===== config.mk =====
export PLATFORM = sky130hd
export DESIGN_NAME = mips_cp0
export DESIGN_NICKNAME = d
export VERILOG_FILES = /design/src/rtl/mips_cp0.sv
export SDC_FILE = /design/constraint.sdc
export NUM_CORES = 1
export LEC_CHECK = 0
export CAP_MARGIN = 20
export CORE_ASPECT_RATIO = 1.5
export CORE_UTILIZATION = 47
export DETAILED_ROUTE_END_ITERATION = 16
export PLACE_DENSITY = 0.86
export SLEW_MARGIN = 20
export SYNTH_ARGS = -nofsm -noshare
export SYNTH_HDL_FRONTEND = slang
export SYNTH_SLANG_ARGS = --single-unit

===== constraint.sdc =====
create_clock -name clk -period 6.35 [get_ports clk]
set_clock_uncertainty 0.1 [all_clocks]
set_input_delay 0.635 -clock clk [delete_from_list [all_inputs] [get_ports clk]]
set_output_delay 0.635 -clock clk [all_outputs]
set_load 0.01 [all_outputs]

===== src/rtl/mips_cp0.sv =====
// MIPS coprocessor-0 register block: SR, Cause, EPC and PRID.
// Provides mtc0/mfc0 access, interrupt request generation and exception EPC capture.
module mips_cp0 #(
    parameter logic [31:0] PRID_VALUE = 32'h1800_0001,
    parameter logic [29:0] EPC_INIT   = 30'h0000_0000
) (
    input  logic        clk,
    input  logic        reset,
    input  logic [29:0] PC,
    input  logic [31:0] Din,
    input  logic [5:0]  HWInt,
    input  logic [1:0]  Sel,
    input  logic        Wen,
    input  logic        EXLSet,
    input  logic        EXLClr,
    output logic        IntReq,
    output logic [29:0] EPC,
    output logic [31:0] DOut
);

    logic [31:0] sr_q, sr_d;
    logic [5:0]  ip_q, ip_d;
    logic [29:0] epc_q, epc_d;

    logic        ie;
    logic        exl;
    logic [5:0]  im;

    assign ie  = sr_q[0];
    assign exl = sr_q[1];
    assign im  = sr_q[15:10];

    // Next state: software writes first, then exception entry/return overrides EXL and EPC.
    always_comb begin
        sr_d  = sr_q;
        epc_d = epc_q;
        ip_d  = HWInt;
        if (Wen && (Sel == 2'd0)) begin
            sr_d = Din;
        end
        if (Wen && (Sel == 2'd2)) begin
            epc_d = Din[31:2];
        end
        if (EXLSet) begin
            sr_d[1] = 1'b1;
            epc_d   = PC;
        end else if (EXLClr) begin
            sr_d[1] = 1'b0;
        end
    end

    // State registers with asynchronous reset to architectural reset values.
    always_ff @(posedge clk or posedge reset) begin
        if (reset) begin
            sr_q  <= 32'h0000_0001;
            ip_q  <= 6'b0;
            epc_q <= EPC_INIT;
        end else begin
            sr_q  <= sr_d;
            ip_q  <= ip_d;
            epc_q <= epc_d;
        end
    end

    // Combinational mfc0 read mux.
    always_comb begin
        DOut = 32'b0;
        unique case (Sel)
            2'd0: DOut = sr_q;
            2'd1: DOut = {16'b0, ip_q, 10'b0};
            2'd2: DOut = {epc_q, 2'b00};
            2'd3: DOut = PRID_VALUE;
        endcase
    end

    assign IntReq = (|(ip_q & im)) & ie & ~exl;
    assign EPC    = epc_q;

endmodule


==> impl_metrics.ini <==
[worst_hold_path]
min_from = sr_q[25]
whs_path_depth = 1
hp-class = reg -> reg

[cells_and_area]
antennaDiodeCount = 0
finalNetCount = 468
areaGrowthSynthToFinish_pct = 44.93
n_fill_cell = 553
fin_area_um2 = 5114
layout-drive-gt1-share_pct = 28.89

[global_route]
grt-ovfl-total = 0
antenna_found_initial = 0
track_usage_pct = 23.32
grt_pass1_vias = 2812
grt.met3_usage_pct = 3.262
grt_max_degree = 69
grt.met1_usage_pct = 25.91
grt-busiest-layer = met2
met2_usage_pct = 43.12
grt_pass1_wl_um = 13770

[sta]
finalSetupViolCount = 0
rsz0062_at_grt = no
period_minus_slack_ns = 3.298
finalHoldViolCount = 0
finalCritPeriodShare_pct = 51.93
max_freq_mhz = 303.3
drv_slew = 0
setup_tns_ns = 0
slew_headroom_pct = 34.57
worstMarginPinSlew_ns = 0.9815
hold-worst-slack_ns = 0.4069

[routing]
wirelength_um = 8603
vias = 2570
drc = 0
wl_per_cell_um = 17.28
ant_nets = 0
viasPerCell = 5.161
drt_pass1_iterations = 4
initialDrtViolationCount = 120

[clocking]
path_clk_slew_ns = 0.07
cts_root_buf = clkbuf_8
ctsHoldBuffers = 0
clock_latency_ns = 0.33
post_cts_buffers = 0
cts_resized = 0
clk_path_buf_depth = 2
cts_buffers = 9
cts.htree.levels = 3
cts.sinks = 68
cts_tree = built

[synthesis]
ys.warnings.count = 0
synth_edf_count = 0
synth_nets = 334
synth_flop_cell = dfrtp_1
syn-cell-area_um2 = 3528
async_flop_share_pct = 100.0
synthCells = 259
seq_area_frac_synth_pct = 48.26
ys_types = 25
avgSynthCellArea_um2 = 13.62
ys_ff_latch = 68

[floorplan]
start_util_pct = 48.82
ios = 138
rows = 38
core_area_um2 = 7227
die_w_um = 72.75
die_y_um = 108.1
fp.dieArea_um2 = 7865

[worst_setup_path]
arrival_ns = 2.56
reg2reg_from = sr_q[11]
cp.required_ns = 5.61
worstSetupPathType = in -> out
reg2regPathDepth = 1
crit_start = Sel[1]
worstPathMaxFanout = 36
start_kind = input pin
endpoint_kind = primary output

[power_and_ir_drop]
p_comb_share_pct = 28.2
ir_drop_mv = 0.1476
power.density_nw_per_um2 = 243.3
p_int_uw = 915.3
switchingPower_uw = 329.1
swShare_pct = 26.44
p_leak_uw = 0.002198
p_clk_share_pct = 28.1
seqPwrFrac_pct = 43.6

[status]
outcome = finished clean

[flow_run]
cap_violations = 0

[place]
placed_area_um2 = 4920
globalplace.congestion = 0.7778
io_buffers = 137
dp_hpwl_um = 6047
## per-layer routing
| layer | routed length, µm | part of all wire (%) |
|---|---|---|
| met1 | 3251 | 38 |
| met2 | 4749 | 55 |
| met3 | 352 | 4.1 |
| met4 | 249 | 2.9 |
| met5 | 0 | 0 |
## flip-flops by register name, summed over array words and instances, names as in the netlist
signal / cells
EPC: 30
ip_q: 6
sr_q: 32
## cells in the mapped netlist (all sizes together) (2+ instances only)
master | n | area share (%)
nor2 | 22 | 2.3
o22a | 2 | 0.50
mux2 | 90 | 32
nand2 | 9 | 0.96
mux2i | 29 | 8.2
dfrtp | 67 | 48
clkbuf | 3 | 0.32
nor3b | 2 | 0.74
inv | 2 | 0.21
o21ai | 7 | 0.99
buf | 14 | 3.1
nor2b | 3 | 0.74
a22oi | 3 | 0.64
## cell usage in the layout, fill, tap and decap left out
| cell type | Yosys | final |
|---|---|---|
| clkdlybuf4s50_1 | 0 | 134 |
| dfrtp_1 | 67 | 67 |
| mux2_2 | 60 | 60 |
| mux2_4 | 30 | 30 |
| mux2i_1 | 29 | 29 |
| nor2_1 | 22 | 22 |
| clkbuf_8 | 0 | 10 |
| nand2_1 | 9 | 9 |
| o21ai_0 | 7 | 7 |
| a22oi_1 | 3 | 3 |
| buf_2 | 3 | 3 |
| buf_4 | 2 | 3 |
| nor2b_1 | 2 | 2 |
| o22a_1 | 2 | 2 |
| clkbuf_1 | 3 | 2 |
| clkinv_2 | 0 | 2 |
| nor2b_4 | 1 | 1 |
| a21oi_4 | 0 | 1 |
| inv_1 | 2 | 1 |
| nor3b_4 | 1 | 1 |
| nor3b_1 | 1 | 1 |
| nand2b_1 | 1 | 1 |
| or3_1 | 1 | 1 |
| a311oi_1 | 1 | 1 |
| inv_2 | 0 | 1 |
| o21bai_1 | 1 | 1 |
| clkinv_4 | 0 | 1 |
| bufinv_16 | 0 | 1 |
| dfstp_2 | 1 | 1 |
## critical path: stages
cell and delay [ns]:
buf_2 0.73, nor2b_4 0.42, nand2_1 0.09, o21ai_0 0.09, clkdlybuf4s50_1 0.58
## final cells by class
type / count / area (µm²) / share of cell area [%]
clock buffers: 12 / 145.1 / 2.838
multi-input cells: 172 / 1705 / 33.35
inverters: 2 / 7.507 / 0.1468
clock inverters: 4 / 48.80 / 0.9542
flip-flops and latches: 68 / 1703 / 33.30
repair buffers: 140 / 1379 / 26.96
well taps: 100 / 125.1 / 2.447
## cell families (layout without fill, tap and decap cells)
family | after synthesis | count (layout) | share of synthesized area [%]
multiplexers | 119 | 119 | 40.14
buffers and inverters | 19 | 158 | 3.617
AND/OR/NAND/NOR | 38 | 38 | 5.142
flip-flops | 68 | 68 | 48.26
AO/OA/AOI/OAI | 15 | 15 | 2.837
## final timing paths
check	slack, ns	to
worst max-delay path	3.05	DOut[13]
worst min-delay path	0.41	sr_q[25]
worst max register to register	5.45	sr_q[11]
worst min register to register	0.41	sr_q[25]
max in group asynchronous	4.81	EPC[2]
min in group asynchronous	0.77	EPC[5]
## per-stage QoR
step / power, µW / utilization [%] / instances / setup slack, ns
after CTS: 1254 / 70.76 / 498 / 3.002
after global placement: 893.9 / 68.07 / 482 / 3.100
final: 1244 / 70.76 / 498 / 3.052
after global routing: 1306 / 70.76 / 498 / 2.935
after floorplan: 724.4 / - / 259 / 3.905
after detailed placement: 904.6 / 68.07 / 482 / 3.009
## power groups by stage
stage	logic, µW	registers [µW]	clock network, µW
finish	352	543	350
global route	376	551	379
CTS	356	542	356
detailed placement	354	550	0
global placement	348	546	0
floorplan	174	551	0
No activity file was read; power rests on OpenSTA's default activity.
